===== src/rtl/memory_port_arbiter.sv =====
// Shares one memory port between instruction fetch and data access; at most one read is outstanding.
// Optional macro ARB_ROUND_ROBIN_EN alternates the conflict winner; otherwise the data side always wins.
module memory_port_arbiter #(
   parameter int CORE            = 0,
   parameter int DATA_WIDTH      = 32,
   parameter int ADDRESS_BITS    = 20,
   parameter int SCAN_CYCLES_MIN = 0,
   parameter int SCAN_CYCLES_MAX = 1000
) (
   input  logic                    clock,
   input  logic                    reset,
   input  logic                    if_req,
   input  logic [ADDRESS_BITS-1:0] if_addr,
   output logic                    if_ready,
   output logic                    if_valid,
   output logic [DATA_WIDTH-1:0]   if_rdata,
   input  logic                    dm_load,
   input  logic                    dm_store,
   input  logic [ADDRESS_BITS-1:0] dm_addr,
   input  logic [DATA_WIDTH-1:0]   dm_wdata,
   output logic                    dm_ready,
   output logic                    dm_valid,
   output logic [DATA_WIDTH-1:0]   dm_rdata,
   output logic                    mem_read,
   output logic                    mem_write,
   output logic [ADDRESS_BITS-1:0] mem_addr,
   output logic [DATA_WIDTH-1:0]   mem_wdata,
   input  logic                    mem_ready,
   input  logic                    mem_valid,
   input  logic [DATA_WIDTH-1:0]   mem_rdata,
   input  logic                    scan
);

   typedef enum logic [1:0] {IDLE, I_WAIT, D_WAIT} state_t;

   state_t      state_q, state_d;
   logic [31:0] cnt_q, cnt_d;
   logic        dm_req, prefer_dm, grant_dm;

`ifdef ARB_ROUND_ROBIN_EN
   // 1 = data side won the most recent issue
   logic        last_dm_q, last_dm_d;
`endif

   always_comb begin
      dm_req    = dm_load | dm_store;
`ifdef ARB_ROUND_ROBIN_EN
      prefer_dm = ~last_dm_q;
`else
      prefer_dm = 1'b1;
`endif
      grant_dm  = dm_req & (~if_req | prefer_dm);

      state_d   = state_q;
      cnt_d     = cnt_q + 32'd1;
`ifdef ARB_ROUND_ROBIN_EN
      last_dm_d = last_dm_q;
`endif
      if_ready  = 1'b0;
      if_valid  = 1'b0;
      if_rdata  = '0;
      dm_ready  = 1'b0;
      dm_valid  = 1'b0;
      dm_rdata  = '0;
      mem_read  = 1'b0;
      mem_write = 1'b0;
      mem_addr  = '0;
      mem_wdata = '0;

      // Outputs are forced quiet while reset is held, regardless of inputs.
      if (!reset) begin
         case (state_q)
            IDLE: begin
               if (mem_ready && (dm_req || if_req)) begin
                  if (grant_dm) begin
                     dm_ready  = 1'b1;
                     mem_addr  = dm_addr;
                     mem_wdata = dm_wdata;
                     if (dm_store) begin
                        mem_write = 1'b1;
                     end else begin
                        mem_read = 1'b1;
                        state_d  = D_WAIT;
                     end
                  end else begin
                     if_ready = 1'b1;
                     mem_read = 1'b1;
                     mem_addr = if_addr;
                     state_d  = I_WAIT;
                  end
`ifdef ARB_ROUND_ROBIN_EN
                  last_dm_d = grant_dm;
`endif
               end
            end
            I_WAIT: begin
               if (mem_valid) begin
                  if_valid = 1'b1;
                  if_rdata = mem_rdata;
                  state_d  = IDLE;
               end
            end
            D_WAIT: begin
               if (mem_valid) begin
                  dm_valid = 1'b1;
                  dm_rdata = mem_rdata;
                  state_d  = IDLE;
               end
            end
            default: state_d = IDLE;
         endcase
      end
   end

   always_ff @(posedge clock or posedge reset) begin
      if (reset) begin
         state_q   <= IDLE;
         cnt_q     <= '0;
`ifdef ARB_ROUND_ROBIN_EN
         last_dm_q <= 1'b1;
`endif
      end else begin
         state_q   <= state_d;
         cnt_q     <= cnt_d;
`ifdef ARB_ROUND_ROBIN_EN
         last_dm_q <= last_dm_d;
`endif
      end
   end

`ifndef SYNTHESIS
   // Simulation-only trace of arbitration activity inside the scan window.
   always @(posedge clock) begin
      if (!reset && scan &&
          longint'(cnt_q) >= longint'(SCAN_CYCLES_MIN) &&
          longint'(cnt_q) <= longint'(SCAN_CYCLES_MAX)) begin
         $display("core%0d cyc=%0d state=%s if_gnt=%b dm_gnt=%b if_addr=%h dm_addr=%h mem_addr=%h",
                  CORE, cnt_q, state_q.name(), if_ready, dm_ready, if_addr, dm_addr, mem_addr);
      end
   end
`endif

endmodule


===== config.mk =====
export PLATFORM = sky130hd
export DESIGN_NAME = memory_port_arbiter
export DESIGN_NICKNAME = d
export VERILOG_FILES = /design/src/rtl/memory_port_arbiter.sv
export SDC_FILE = /design/constraint.sdc
export NUM_CORES = 1
export LEC_CHECK = 0
export CAP_MARGIN = 20
export CORE_AREA = 2 2 90 92
export DETAILED_ROUTE_END_ITERATION = 7
export DIE_AREA = 0 0 92 94
export PLACE_DENSITY = 0.66
export SLEW_MARGIN = 20
export SYNTH_ARGS = -nofsm -noshare
export SYNTH_HDL_FRONTEND = slang
export SYNTH_SLANG_ARGS = --single-unit
export TNS_END_PERCENT = 20

===== constraint.sdc =====
create_clock -name clock -period 4.3 [get_ports clock]
set_clock_uncertainty 0.05 [all_clocks]
set_input_delay 1.29 -clock clock [delete_from_list [all_inputs] [get_ports clock]]
set_output_delay 1.29 -clock clock [all_outputs]
set_load 0.01 [all_outputs]

==> flow_summary.ini <==
[status]
run_status = finished, final reports clean

[placed_design]
hpwl_mm = 5.365
place_congestion = 0.7325
post_dp_cell_area_um2 = 3613
io_buffers = 232
place_inst = 492

[power]
swShare = 0.3636
vdd_drop_max_v = 0.00007013
p_seq_frac = 0.065
switchingPower_w = 0.0001941
power_leakage_nw = 1.994
finalPower_w = 0.0005339
p_per_area_nw_per_um2 = 151.2
power_frac_comb = 0.795
power.internal_w = 0.0003398
p_clk_frac = 0.140

[die]
die_w_um = 92
die-area_um2 = 8648
num_io_pins = 234
start_util = 0.1451
die_h_um = 94
core-area_um2 = 7607
rows = 32

[clocking]
path_clk_slew_ps = 30
numCtsBuffers = 3
cts_tree = yes
htreeDepth = 1
insertion_delay_ps = 210
clockRootBuffer = clkbuf_8
cts_buffer_depth = 2
cts.sinks = 2

[finish]
fin_area_um2 = 3532
syn_to_final_growth_pct = 220.1
final_nets = 510
layout_common_cells = clkdlybuf4s50_1 (114), dlygate4sd2_1 (114), and2_1 (96)
top_regs = state_q x2
largest_reg_flops = 2
drive_gt1_frac = 0.07125
top_register = state_q
final_cells = 495
num_antenna_cells = 0

[sta]
slew_headroom = 0.8487
tightestPinTransition_ps = 226.1
fin_crit_ps = 4224
max_clock_freq_mhz = 236.7
report.final.setup_viol = 0
finalHoldViolCount = 0
final-max-slew-violation-count = 0
fin_crit_sh = 0.9823
rsz0062_at_grt = no

[setup_path]
path_max_fanout = 33
worstPathRequired_ps = 2960
crit_path_end_kind = output port
cp_common_cell = clkdlybuf4s50_1
worst_path_max_delay_cell = clkdlybuf4s50_1
critical_path_class = in -> out
cpPeakStageDelay_ps = 540
cp_cell_sequence = clkdlybuf4s50_1 > buf_4 > inv_1 > and3_4 > buf_12 > clkdlybuf4s50_1
start_kind = input port
crit_arrival_ps = 2880

[global_routing]
grt.busiest_layer = met2
grt_pass1_wl_mm = 8.887
grt_use_total = 0.1261
grt.met3_usage = 0.04575
grt_pass1_vias = 1881
overflow = 0
grt_max_degree = 54
grt_use_met1 = 0.1280
grt_use_met2 = 0.2482
antenna_found_initial = 0

[synth]
syn_inst = 160
syn_avg_cell_area_um2 = 6.897
ys_ff_latch = 2
synth.yosys.warnings = 0
synth_fp_nets = 275
ys_seq_area_frac = 0.04535
syn_area_um2 = 1104
synth_cell_types = 24

[run]
maxCapViolCount = 0

[detailed_routing]
drt_first_pass_iters = 3
drc = 0
wl_per_cell_um = 12.13
ant_nets = 0
wirelength_mm = 6.003
vias = 1961
drt_iter0_drc = 16
vias_per_cell = 3.962

[worst_hold_path]
hold_path_class = reg -> reg
-- stage by stage --
stage | worst slack [ps] | hold slack (ps) | util | setup TNS [ps]
after global placement | -198.1 | 540.8 | 0.4750 | -8268
after detailed placement | -185.0 | 545.6 | 0.4750 | -8663
after global routing | 1.359 | 593.5 | 0.4643 | 0
final | 76.03 | 545.1 | 0.4643 | 0
after floorplan | 847.4 | 496.9 | - | 0
after CTS | -47.51 | 552.1 | 0.4630 | -130.6
-- final cells by class --
class / instances / area [µm²]
clock buffer: 3 / 41.29
multi-input combinational: 141 / 975.9
fill: 775 / 4075
inverter: 4 / 15.01
tap: 102 / 127.6
timing repair buffer: 243 / 2322
sequential: 2 / 50.05
-- power groups by stage --
stage          combinational (W)  sequential (W)   clock, W
2_1_floorplan           0.000182       0.0000329          0
3_3_place_gp            0.000479       0.0000348          0
3_5_place_dp            0.000484       0.0000352          0
4_1_cts                 0.000434       0.0000350  0.0000772
5_1_grt                 0.000464       0.0000357  0.0000830
6_report                0.000424       0.0000348  0.0000748
-- cells by family (layout without fill, tap and decap cells) --
| logic type | after synthesis | count (layout) | synth area share |
|---|---|---|---|
| fa+ha+maj | 3 | 3 | 0.03402 |
| simple gates | 112 | 112 | 0.6361 |
| flops | 2 | 2 | 0.04535 |
| buf+inv | 17 | 250 | 0.07935 |
| compound gates | 26 | 26 | 0.2052 |
-- final timing paths --
path | to | from | cells past startpoint | slack [ps]
max reg2reg | state_q[1]$_DFFE_PP0P_ | state_q[0]$_DFFE_PP0P_ | 5 | 2590
min in group asynchronous | state_q[1]$_DFFE_PP0P_ | reset | 4 | 1520
min reg2reg | state_q[0]$_DFFE_PP0P_ | state_q[0]$_DFFE_PP0P_ | 2 | 550
min | state_q[0]$_DFFE_PP0P_ | state_q[0]$_DFFE_PP0P_ | 2 | 550
max | dm_valid | reset | 6 | 80
max in group asynchronous | state_q[0]$_DFFE_PP0P_ | reset | 4 | 2590
-- synth_stat cells (all sizes together) --
library cell / count / area [µm²]
and2: 96 / 600.6
a22o: 20 / 186.4
buf: 7 / 47.54
clkbuf: 6 / 25.02
nor2: 5 / 21.27
inv: 4 / 15.01
o211ai: 4 / 30.03
ha: 3 / 37.54
and3: 2 / 12.51
dfrtp: 2 / 50.05
o21ai: 2 / 10.01
nand2: 1 / 3.750
nand2b: 1 / 6.260
nand3b: 1 / 7.510
nand4: 1 / 6.260
nand4bb: 1 / 11.26
nor2b: 1 / 6.260
nor3b: 1 / 12.51
or2: 1 / 6.260
or4: 1 / 7.510
-- what timing repair did --
item	CTS	global route
hold buffers	0	0
buffers inserted	0	0
cloned	0	0
hold endpoints to repair	0	0
resized for setup	116	4
setup endpoints to repair	117	4
pin swaps	1	0
-- critical path: cells and delay by family --
kind                   cells  cell delay, ps
buffers and inverters      5            1390
and+or+nand+nor            1             200
-- metal layers --
metal	part of all wire	up-vias	wire, µm
met1	0.35	820	2077
met4	0.0070	0	42
li1	-	998	-
met2	0.53	137	3169
met3	0.12	6	714
met5	0	-	0
(Power assumes the default switching activity.)
